--- src/rtl/hit_judge.sv ---
// Mole-game player judge: synchronises and debounces eight buttons, classifies
// each press as hit / wrong / empty, detects escaped moles, keeps score and counts.
module hit_judge #(
  parameter int CLK_PER_MS  = 1000,
  parameter int DEBOUNCE_MS = 5
) (
  input  logic       clk_1mhz,
  input  logic       rst,
  input  logic       enable,
  input  logic [1:0] gsm_stage,
  input  logic [3:0] mole_pos,
  input  logic [7:0] btn,
  output logic [9:0] score,
  output logic [7:0] hit_cnt,
  output logic [7:0] miss_cnt,
  output logic       hit_pulse,
  output logic       miss_pulse,
  output logic       mole_hit
);

  localparam logic [9:0] PRESC_MAX = 10'(CLK_PER_MS - 1);
  localparam logic [2:0] DB_LEN    = 3'(DEBOUNCE_MS);
  localparam logic [9:0] SCORE_MAX = 10'd999;
  localparam logic [7:0] CNT_MAX   = 8'd255;

  logic [7:0]      sync1_q, sync1_d;
  logic [7:0]      sync2_q, sync2_d;
  logic [9:0]      presc_q, presc_d;
  logic [7:0]      stable_q, stable_d;
  logic [7:0][2:0] db_cnt_q, db_cnt_d;
  logic [3:0]      pos_q, pos_d;
  logic            en_q, en_d;
  logic [9:0]      score_q, score_d;
  logic [7:0]      hit_cnt_q, hit_cnt_d;
  logic [7:0]      miss_cnt_q, miss_cnt_d;
  logic            hit_pulse_q, hit_pulse_d;
  logic            miss_pulse_q, miss_pulse_d;
  logic            mole_hit_q, mole_hit_d;

  logic            tick;
  logic [7:0]      press;

  // Two-stage synchroniser and free-running millisecond prescaler
  always_comb begin
    sync1_d = btn;
    sync2_d = sync1_q;
    tick    = (presc_q == PRESC_MAX);
    presc_d = tick ? 10'd0 : presc_q + 10'd1;
  end

  // Debounce: a new level must be seen on DEBOUNCE_MS consecutive ticks
  always_comb begin
    stable_d = stable_q;
    db_cnt_d = db_cnt_q;
    for (int i = 0; i < 8; i++) begin
      if (tick) begin
        if (sync2_q[i] != stable_q[i]) begin
          if (db_cnt_q[i] + 3'd1 == DB_LEN) begin
            stable_d[i] = sync2_q[i];
            db_cnt_d[i] = 3'd0;
          end else begin
            db_cnt_d[i] = db_cnt_q[i] + 3'd1;
          end
        end else begin
          db_cnt_d[i] = 3'd0;
        end
      end
    end
    press = stable_d & ~stable_q;
  end

  logic       pos_valid, pos_q_valid, new_app, active, en_start;
  logic [7:0] mole_oh;
  logic       hit_avail, hit, press_miss, escape;
  logic [1:0] points, miss_inc;
  logic [10:0] score_sum;
  logic [8:0]  hit_sum, miss_sum;

  always_comb begin
    pos_valid   = (mole_pos >= 4'd1) && (mole_pos <= 4'd8);
    pos_q_valid = (pos_q >= 4'd1) && (pos_q <= 4'd8);
    new_app     = pos_valid && (mole_pos != pos_q);
    en_start    = enable & ~en_q;
    active      = enable & en_q;
    mole_oh     = pos_valid ? (8'd1 << (mole_pos - 4'd1)) : 8'd0;

    // A mole that changed this cycle is a fresh appearance, so it is hittable
    hit_avail   = pos_valid & ~(mole_hit_q & ~new_app);
    hit         = active & hit_avail & (|(press & mole_oh));
    press_miss  = active & ~hit & (pos_valid ? (|(press & ~mole_oh)) : (|press));
    escape      = active & pos_q_valid & (mole_pos != pos_q) & ~mole_hit_q;

    case (gsm_stage)
      2'b10:   points = 2'd2;
      2'b11:   points = 2'd3;
      default: points = 2'd1;
    endcase
    miss_inc  = {1'b0, press_miss} + {1'b0, escape};
    score_sum = {1'b0, score_q} + {9'd0, points};
    hit_sum   = {1'b0, hit_cnt_q} + 9'd1;
    miss_sum  = {1'b0, miss_cnt_q} + {7'd0, miss_inc};
  end

  always_comb begin
    pos_d        = mole_pos;
    en_d         = enable;
    score_d      = score_q;
    hit_cnt_d    = hit_cnt_q;
    miss_cnt_d   = miss_cnt_q;
    hit_pulse_d  = 1'b0;
    miss_pulse_d = 1'b0;
    mole_hit_d   = mole_hit_q;

    if (en_start) begin
      score_d    = 10'd0;
      hit_cnt_d  = 8'd0;
      miss_cnt_d = 8'd0;
      mole_hit_d = 1'b0;
    end else if (!enable) begin
      mole_hit_d = 1'b0;
    end else begin
      if (hit) begin
        score_d     = (score_sum > 11'd999) ? SCORE_MAX : score_sum[9:0];
        hit_cnt_d   = hit_sum[8] ? CNT_MAX : hit_sum[7:0];
        hit_pulse_d = 1'b1;
      end
      if (press_miss || escape) begin
        miss_cnt_d   = miss_sum[8] ? CNT_MAX : miss_sum[7:0];
        miss_pulse_d = 1'b1;
      end
      if (hit) begin
        mole_hit_d = 1'b1;
      end else if (!pos_valid || new_app) begin
        mole_hit_d = 1'b0;
      end
    end
  end

  always_ff @(posedge clk_1mhz or posedge rst) begin
    if (rst) begin
      sync1_q      <= '0;
      sync2_q      <= '0;
      presc_q      <= '0;
      stable_q     <= '0;
      db_cnt_q     <= '0;
      pos_q        <= '0;
      en_q         <= 1'b0;
      score_q      <= '0;
      hit_cnt_q    <= '0;
      miss_cnt_q   <= '0;
      hit_pulse_q  <= 1'b0;
      miss_pulse_q <= 1'b0;
      mole_hit_q   <= 1'b0;
    end else begin
      sync1_q      <= sync1_d;
      sync2_q      <= sync2_d;
      presc_q      <= presc_d;
      stable_q     <= stable_d;
      db_cnt_q     <= db_cnt_d;
      pos_q        <= pos_d;
      en_q         <= en_d;
      score_q      <= score_d;
      hit_cnt_q    <= hit_cnt_d;
      miss_cnt_q   <= miss_cnt_d;
      hit_pulse_q  <= hit_pulse_d;
      miss_pulse_q <= miss_pulse_d;
      mole_hit_q   <= mole_hit_d;
    end
  end

  assign score      = score_q;
  assign hit_cnt    = hit_cnt_q;
  assign miss_cnt   = miss_cnt_q;
  assign hit_pulse  = hit_pulse_q;
  assign miss_pulse = miss_pulse_q;
  assign mole_hit   = mole_hit_q;

endmodule

--- config.mk ---
export PLATFORM = sky130hd
export DESIGN_NAME = hit_judge
export DESIGN_NICKNAME = d
export VERILOG_FILES = /design/src/rtl/hit_judge.sv
export SDC_FILE = /design/constraint.sdc
export NUM_CORES = 1
export LEC_CHECK = 0
export ABC_AREA = 1
export BUFFER_PORTS_ARGS = -buffer_cell sky130_fd_sc_hd__buf_2
export CORE_AREA = 2 2 95 97
export CTS_CLUSTER_SIZE = 14
export DETAILED_ROUTE_END_ITERATION = 8
export DIE_AREA = 0 0 97 99
export GPL_TIMING_DRIVEN = 0
export PLACE_DENSITY = 0.81
export REMOVE_ABC_BUFFERS = 1
export SLEW_MARGIN = 20
export SYNTH_ARGS = -nofsm -noshare
export SYNTH_HDL_FRONTEND = slang
export SYNTH_SLANG_ARGS = --single-unit
export TNS_END_PERCENT = 5
--- constraint.sdc ---
create_clock -name clk_1mhz -period 3.4 [get_ports clk_1mhz]
set_input_delay 0.17 -clock clk_1mhz [delete_from_list [all_inputs] [get_ports clk_1mhz]]
set_output_delay 0.17 -clock clk_1mhz [all_outputs]
set_load 0.01 [all_outputs]
-- Word-level counts from Yosys, hierarchy flattened
Cells that the tools add are included.
- add/subtract/negate cells: 14
- order comparisons: 5
- eq/ne operators: 21
- shift operators: 1
- mux-type cells: 66
- bitwise gates (word level): 21
- reduce and logical (&&, ||, !) cells: 14
- operators by type and width (kind ; number):
    $mux W8 ; 9
    $mux W10 ; 5
    $mux W3 ; 16
    $mux W1 ; 35
    $add A3 B1 Y3 const B ; 8
    $and A8 B8 Y8 ; 3
    $eq A3 B3 Y1 const B ; 8
    $reduce_or A8 Y1 ; 3
    $not A8 Y8 ; 2
    $add A10 B2 Y11 ; 1
    $and A1 B1 Y1 ; 11
    $gt A11 B10 Y1 const B ; 1
    $add A10 B1 Y10 const B ; 1
    $eq A10 B10 Y1 const B ; 1
    $add A8 B1 Y9 const B ; 1
    $add A8 B2 Y9 ; 1
    $ge A4 B1 Y1 const B ; 2
    $le A4 B4 Y1 const B ; 2
    $ne A1 B1 Y1 ; 8
    $shl A1 B4 Y8 const A ; 1
    $reduce_bool A2 Y1 ; 3
    $not A1 Y1 ; 5
    $eq A2 B2 Y1 const B ; 2
    $ne A4 B1 Y1 const B ; 1
    8 further kinds ; 12
- register bits: 92
- output and inout port bits: 29

-- Depth between registers and ports, before layout
Gate-level depths: netlist of run 1.
- depth after elaboration: 18
- gate-level depth with buffers: 23
- depth with buffers taken out: 22

-- Least setup slack after synthesis of run 1
OpenSTA, ideal clock, no wires.
- kind: reg2reg
- from: reg presc_q[0]
- to: reg miss_cnt_q[2] (netlist: miss_cnt[2])
- data arrival time: 2.708 ns
- required time: 3.280 ns
- setup slack: 0.572 ns
- stages on the path, launching flop included: 23
- buffers on the path: 1
- clock period less this slack: 2.828 ns
- cell sequence: dfrtp_1 ha_1 nand2_1 inv_2 nand3_2 nor2_4 buf_6 nand3_1 nand2_1 nor2_1 nand3_1 nand2_1 clkinv_1 nand3_4 inv_1 fa_1 ha_1 nand2_1 nor3_1 nand3_1 o21ai_0 nand2_1 nand2_1
- word-level cells in the longest chain between the ends: 15
- elaborated cells on any way between the ends: 29
- RTL lines (item ; line ; RTL):
    from (decl) ; 28 ; logic [9:0] presc_q, presc_d;
    from (signal assigned) ; 157 ; presc_q <= presc_d;
    $eq A10 B10 Y1 (*) ; 47 ; tick = (presc_q == PRESC_MAX);
    $mux W1 ; 56 ; if (tick) begin
    $and A8 B8 Y8 (*) ; 69 ; press = stable_d & ~stable_q;
    $and A8 B8 Y8 ; 89 ; hit = active & hit_avail & (|(press & mole_oh));
    $reduce_or A8 Y1 ; 89 ;
    $and A1 B1 Y1 ; 89 ;
    $not A1 Y1 ; 90 ; press_miss = active & ~hit & (pos_valid ? (|(press & ~mole_oh)) : (|press));
    $and A1 B1 Y1 ; 90 ;
    $and A1 B1 Y1 (*) ; 90 ;
    $add A1 B1 Y2 ; 98 ; miss_inc = {1'b0, press_miss} + {1'b0, escape};
    $add A8 B2 Y9 ; 101 ; miss_sum = {1'b0, miss_cnt_q} + {7'd0, miss_inc};
    $mux W8 ; 128 ; miss_cnt_d = miss_sum[8] ? CNT_MAX : miss_sum[7:0];
    $mux W8 ; 127 ; if (press_miss || escape) begin
    $mux W8 ; 119 ; end else if (!enable) begin
    $mux W8 ; 114 ; if (en_start) begin
    to (signal assigned) ; 164 ; miss_cnt_q <= miss_cnt_d;
    to (decl) ; 35 ; logic [7:0] miss_cnt_q, miss_cnt_d;
Mark *: on every way between the ends. The rest lies on a longest branch, timed or not. The select of a mux whose other input is x is not followed.
A chain may end at the register's enable or synchronous reset.

-- Worst setup path in the final report of run 1
Same ends and word-level chain as after synthesis.

==> results of run 1 <==
-- worst reg2reg max path: stages, from the launching register on --
cell,delay [ns]
dfrtp_1,0.41
ha_1,0.22
nand2_1,0.13
inv_4,0.08
nand3_4,0.11
nor2_4,0.06
buf_12,0.14
nand4_1,0.07
nand2_1,0.07
nor2_1,0.14
nand2_2,0.10
nand2_4,0.14
nand3_4,0.11
inv_1,0.09
fa_2,0.23
ha_1,0.19
nand2_2,0.10
nor3_4,0.28
nand3_4,0.15
o21ai_0,0.14
nand2_1,0.09
nand2_1,0.06
-- cells in the final DEF (no fill, tap or decap), types with 14 or more instances in the layout --
master and instances:
a21oi_1 19, buf_2 45, dfrtp_1 92, dlygate4sd3_1 14, ha_1 21, inv_1 103
nand2_1 117, nand3_1 28, nand4_1 19, nor2_1 75, o21ai_0 33, xnor2_1 16
-- stage by stage --
stage	setup TNS [ns]	worst slack [ns]	hold slack [ns]	utilization, %	cells
after floorplan	0	0.267	0.201	-	610
after global placement	-23.51	-0.272	0.279	62.6	763
after detailed placement	-2.87	-0.408	0.207	62.9	764
after CTS	0	0.0100	0.288	67.8	798
after global routing	-0.0397	-0.0248	0.344	68.8	803
final	0	0.245	0.303	68.8	803
-- sequential cells by signal, indices dropped and copies added, names as in the netlist, 4 cells and up --
register  flops
db_cnt_q     24
presc_q      10
score        10
hit_cnt       8
miss_cnt      8
stable_q      8
sync1_q       8
sync2_q       8
pos_q         4
-- kinds of logic (layout without fill, tap and decap cells) --
family / count (synthesis) / in the layout / share of synthesized area, %
simple gates: 276 / 279 / 24.7
fa+ha+maj: 23 / 23 / 5.99
xor+xnor: 27 / 27 / 4.68
buf+inv: 120 / 191 / 9.31
compound gates: 83 / 83 / 9.74
flops: 92 / 92 / 45.6
-- timing repair --
item,4_1_cts,5_1_grt
resized for setup,4,7
buffers inserted,1,5
cloned,3,0
hold buffers,14,0
pin swaps,2,4
hold endpoints to repair,55,0
setup endpoints to repair,8,8
-- synth_stat cells, types with 4 or more instances --
cell	n	share of area (%)
o41ai_1	8	1.4
nand3_1	29	2.9
inv_2	4	0.30
nor2_1	76	5.6
o21ai_1	7	0.69
nand4_1	19	2.4
xor2_1	11	1.9
nor3_1	12	1.2
nand2_1	118	8.8
xnor2_1	16	2.8
inv_1	104	7.7
ha_1	21	5.2
or2_2	4	0.50
o21ai_0	33	3.3
dfrtp_1	92	46
o31ai_1	6	0.89
a21oi_1	19	1.9
clkbuf_1	5	0.37
-- report_power, final --
| group | internal (W) | total, W | switching (W) | leakage (nW) |
|---|---|---|---|---|
| Sequential | 0.00111 | 0.00112 | 0.0000130 | 1.22 |
| Clock | 0.000417 | 0.000795 | 0.000378 | 0.100 |
| Combinational | 0.0000487 | 0.000127 | 0.0000780 | 1.72 |
-- final cells by class --
| type | instances | area share (%) |
|---|---|---|
| clock buffers | 11 | 2.23 |
| clock inverters | 5 | 1.42 |
| inverters | 109 | 7.08 |
| multi-input cells | 412 | 40.0 |
| flip-flops and latches | 92 | 39.1 |
| well taps | 108 | 2.30 |
| repair buffers | 66 | 7.87 |
-- layer usage --
metal	vias up	GRT usage [%]	part of all wire, %
li1	2130	-	-
met4	0	8.56	1.4
met3	15	5.39	4.0
met5	-	0	0
met2	99	41.7	51
met1	2059	27.8	43
-- how the worst max path moves through the flow --
stage,from,end,depth (start not counted)
after floorplan,presc_q[0],miss_cnt[2],20
after global placement,presc_q[0],miss_cnt[7],21
after detailed placement,presc_q[0],miss_cnt[5],19
after CTS,presc_q[0],miss_cnt[5],20
after global routing,presc_q[0],miss_cnt[2],20
final,presc_q[0],miss_cnt[2],21
==> metrics, run 1 <==
worst slew pin tran approximately 0.81 ns; clock sink count 92; GP Congestion around 0.93; first-pass GRT wire length 18300 µm; Post-synth EDFFs 0; WL/cell 13.2 µm; Ys Warns 0; largest net degree at the start of global routing 51; DRC viols 0; CP Capture Type flip-flop; slowest CP cell dfrtp_1; root buffer cell clkbuf_8; internal reg-to-reg setup slack 0.24 ns; vias per cell 5.36; GRT Residual Overflow 0; worst skew pair latency 0.36 ns; Syn Std Cell Area 0.00505 mm²; CP Class flip-flop to flip-flop; Max VDD drop 201 µV; syn avg cell area between 8 and 9 µm²; CTS tree yes; min-delay worst type input pin to flip-flop; Final Cell Area approximately 0.0059 mm²; Final #Nets 730; CTS buffer count 9; row count 34; Post-Synthesis Cells a little over 600; Pre-antenna DRT Iters 4; Final Hold Fails 0; #FFs+latches synth 92; Crit path largest cell delay 0.41 ns; worst-path cell chain ha_1 -> nand2_1 -> inv_4 -> nand3_4 -> nor2_4 -> buf_12 -> nand4_1 -> nand2_1 -> nor2_1 -> nand2_2 -> nand2_4 -> nand3_4 -> inv_1 -> fa_2 -> ha_1 -> nand2_2 -> nor3_4 -> nand3_4 -> o21ai_0 -> nand2_1 -> nand2_1; Synth cell types 40; Slew Limit Fails 0; initial antenna violation count 0; Worst Path Buf+Inv 3; reg2reg start presc_q[0]; Top delay family on crit path simple AND/OR/NAND/NOR gates; Post-Route WL 10600 µm; total area of sequential cells 0.00230 mm²; DIE AREA 0.00960 mm²; Max-cap violations 0; Fillers 675; Tot GR Track Use 23.4%; Final min period approximately 3.2 ns; Max clock buf depth 2; I/O Pins 46; share of layout cells above drive strength 1 14.0%; relative slew slack 46.1%; ys async rst share 100%; vias in the first global route 4199; endpoints failing setup 0; DP Area approximately 0.0054 mm²; Tot Pwr 0.00204 W; Req. time, crit path 3.69 ns; sequential area share after synthesis 45.6%; Port Buffers 45; WHS Endpoint score[0]; reg2reg path depth 21; CP arrival roughly 3.5 ns; Die Span Y 99 µm; ys flop type dfrtp_1; max frequency 0.317 GHz; hold-critical path depth 7; clock-pin slew on the worst setup and hold paths 0.09 ns; outcome finished clean; P_leak 3.04 nW; Initial Util ~59%; H-tree lvl count 3; area grow syn2layout 16.5%; Clock Skew 0.0160 ns; die width 97 µm; footprint of the multi-input gates 0.00235 mm²; pwr dens 348 mW/mm²; Final ANT Viol Nets 0; reg2reg end miss_cnt[2]; Tcrit/Tclk final just over 90%; Critical Path Fanout Max 11; Worst setup SP type flip-flop; vias after detailed routing 4303; number of diodes 0; core area 0.00855 mm²; initial DRC count 272; HPWL after detailed placement 6950 µm; Most common cell on crit path nand2_1; HP Start gsm_stage[0]
(Power assumes the default switching activity.)
==> inputs of run 2 (changes only) <==
ABC_AREA = default   (was 1)
CORE_AREA = 2 2 94 96   (was 2 2 95 97)
DIE_AREA = 0 0 96 98   (was 0 0 97 99)
PLACE_DENSITY = 0.82   (was 0.81)
==> run 2 against run 1 <==
  * Core utilization is 0.12 points higher
  * Synthesized area down 1.7%
  * Clock power is 7.5% lower
  * Sequential power is essentially flat
  * Design area down 0.83%
  * Synthesized cell count decreased by 20%
  * Worst setup slack worse by 0.17 ns
  * Hold slack worse by 0.24 ns
  * Sequential share of layout area grew 0.33 points
  * Die area fell by 2.0%
  * Global-route usage rose by 0.84 points
  * Largest cell class unchanged
==> metrics, run 2 <==
outcome finished clean; Pre-antenna DRT Iters 4; HPWL after detailed placement 6630 µm; Port Buffers 45; Tcrit/Tclk final 97.7%; CTS tree yes; first-pass GRT wire length 18200 µm; GRT Residual Overflow 0; initial antenna violation count 0; Ys Warns 0; sequential area share after synthesis 46.4%; reg2reg end miss_cnt[0]; Max-cap violations 0; hold-critical path depth 1; die width 96 µm; Req. time, crit path about 3.6 ns; pwr dens 339 mW/mm²; reg2reg start db_cnt_q[10]; internal reg-to-reg setup slack 0.08 ns; clock sink count 92; Post-Route WL 10700 µm; relative slew slack 37.1%; Post-Synthesis Cells 497; Synth top area share 46.4%; Final Hold Fails 0; worst slew pin tran 0.937 ns; ys async rst share 100%; reg2reg path depth 14; H-tree lvl count 3; row count 34; Final #Nets 599; synth top area cells dfrtp_1 (46%), ha_1 (5.3%), o21ai_0 (4.7%); top-count cell post-synth dfrtp_1; Fin Hold WS 0.0665 ns; clock-pin slew on the worst setup and hold paths roughly 0.09 ns; largest net degree at the start of global routing 56; vias per cell 5.98; max frequency 0.301 GHz; number of diodes 0; Max VDD drop 217 µV; Post-synth EDFFs 0; core area 0.00847 mm²; P_leak 2.71 nW; max reg flops 24; root buffer cell clkbuf_8; Clock Skew 0.0105 ns; Synth top cells by count dfrtp_1 (92), o21ai_0 (47), nor2_1 (33); WHS Endpoint pos_q[3]; Worst setup SP type flip-flop; most common cell after layout, fill and taps aside dfrtp_1; vias after detailed routing between 4000 and 5000; Synth cell types 63; Post-Route Utilization around 70%; area grow syn2layout 17.6%; initial DRC count about 270; syn avg cell area 9.99 µm²; highest-count cells in the layout ignoring fill and taps dfrtp_1 (92), o21ai_0 (47), buf_2 (45); #FFs+latches synth slightly above 90; min-delay worst type input pin to flip-flop; vias in the first global route 3923; Max clock buf depth 2; DP Area 0.00527 mm²; GP Congestion 0.851; Critical Path Fanout Max 5; DRC viols 0; CP Capture Type flip-flop; endpoints failing setup 0; HP Start mole_pos[3]; CP arrival roughly 3.5 ns; Final min period 3.32 ns; Initial Util 58.6%; CP Class flip-flop to flip-flop; Biggest register db_cnt_q; WL/cell 16.0 µm; CTS buffer count 9; ys flop type dfrtp_1; RSZ-0062 raised after global routing yes; Final Cell Area 0.00584 mm²; Slew Limit Fails 0; largest area contributor in the netlist dfrtp_1; I/O Pins 46; Syn Std Cell Area 0.00496 mm²; Tot GR Track Use 24.2%; Die Span Y 98 µm; worst skew pair latency 0.36 ns; Final ANT Viol Nets 0; Tot Pwr 0.00198 W; share of layout cells above drive strength 1 22.7%; DIE AREA 0.00941 mm²
[run 2: changes by cell type after synthesis, moves of 7 or more]
cell,change
and3_1,+17
inv_1,-74
mux2_2,+8
nand2_1,-91
nand4_1,-11
nor2_1,-43
o21ai_0,+14
o21ai_1,+9
or4b_2,+7
xor2_1,+11
[run 2: worst max path at each step]
stage / slack (ns) / depth (start not counted) / from / to
finish: 0.08 / 14 / db_cnt_q[10] / miss_cnt[0]
global route: -0.04 / 15 / db_cnt_q[18] / miss_cnt[0]
CTS: 0.004 / 15 / db_cnt_q[3] / miss_cnt[4]
detailed placement: -1.22 / 14 / presc_q[0] / miss_cnt[1]
global placement: -1.77 / 14 / presc_q[0] / miss_cnt[1]
floorplan: -0.80 / 14 / presc_q[0] / miss_cnt[0]
[run 2: routing by layer]
layer | track usage [%] | wire, µm | up-vias
li1 | - | - | 1901
met5 | 0 | 0 | -
met2 | 39.5 | 5520 | 95
met4 | 8.68 | 182 | 0
met1 | 32.9 | 4640 | 2007
met3 | 3.63 | 389 | 17
[run 2: metrics by stage]
step | setup WS (ns) | cells | setup TNS, ns
finish | 0.0774 | 672 | 0
global route | -0.0422 | 672 | -0.127
CTS | 0.00413 | 665 | 0
detailed placement | -1.22 | 634 | -9.36
global placement | -1.77 | 633 | -39.46
floorplan | -0.795 | 480 | -6.00
[run 2: cells by family after synthesis]
family / count (synthesis) / share of synthesized area (%)
AOI/OAI and AO/OA: 116 / 14.9
xor gates and xnor gates: 34 / 6.00
adders and majority gates: 23 / 6.10
buffers and inverters: 48 / 4.13
DFF: 92 / 46.4
muxes: 9 / 2.02
and+or+nand+nor: 175 / 20.5
[run 2: timing repair]
item                       CTS  global route
hold buffers                10             0
pin swaps                    4            10
setup buffers                2             7
resized for setup           11            23
hold endpoints to repair    46             0
setup endpoints to repair    8             8
gates cloned                 3             0
[run 2: layout make-up]
cell class / instances / area [µm²]
multi-input cells: 360 / 2660
fillers: 610 / 2630
flip-flops and latches: 92 / 2300
repair buffers: 65 / 420
clock buffers: 12 / 145
well taps: 108 / 135
inverters: 31 / 124
clock inverters: 4 / 48.8
[run 2: critical path: stages (launching register included)]
cell and delay (ns):
dfrtp_1 0.40, ha_2 0.21, xor2_2 0.16, a311o_1 0.34, a21oi_2 0.15, o2111ai_2 0.12, a22oi_2 0.33, nor4_4 0.09
fa_2 0.43, ha_4 0.18, and3_4 0.18, and3_4 0.19, and3_4 0.19, o21ai_2 0.11, o21ai_1 0.07
[run 2: power by group]
part	internal [W]	switching (W)	leakage [nW]	total, W
clock network	0.000360	0.000376	0.100	0.000735
logic	0.0000466	0.0000756	1.38	0.000122
registers	0.00111	0.0000107	1.22	0.00112
total	0.00151	0.000462	2.71	0.00198
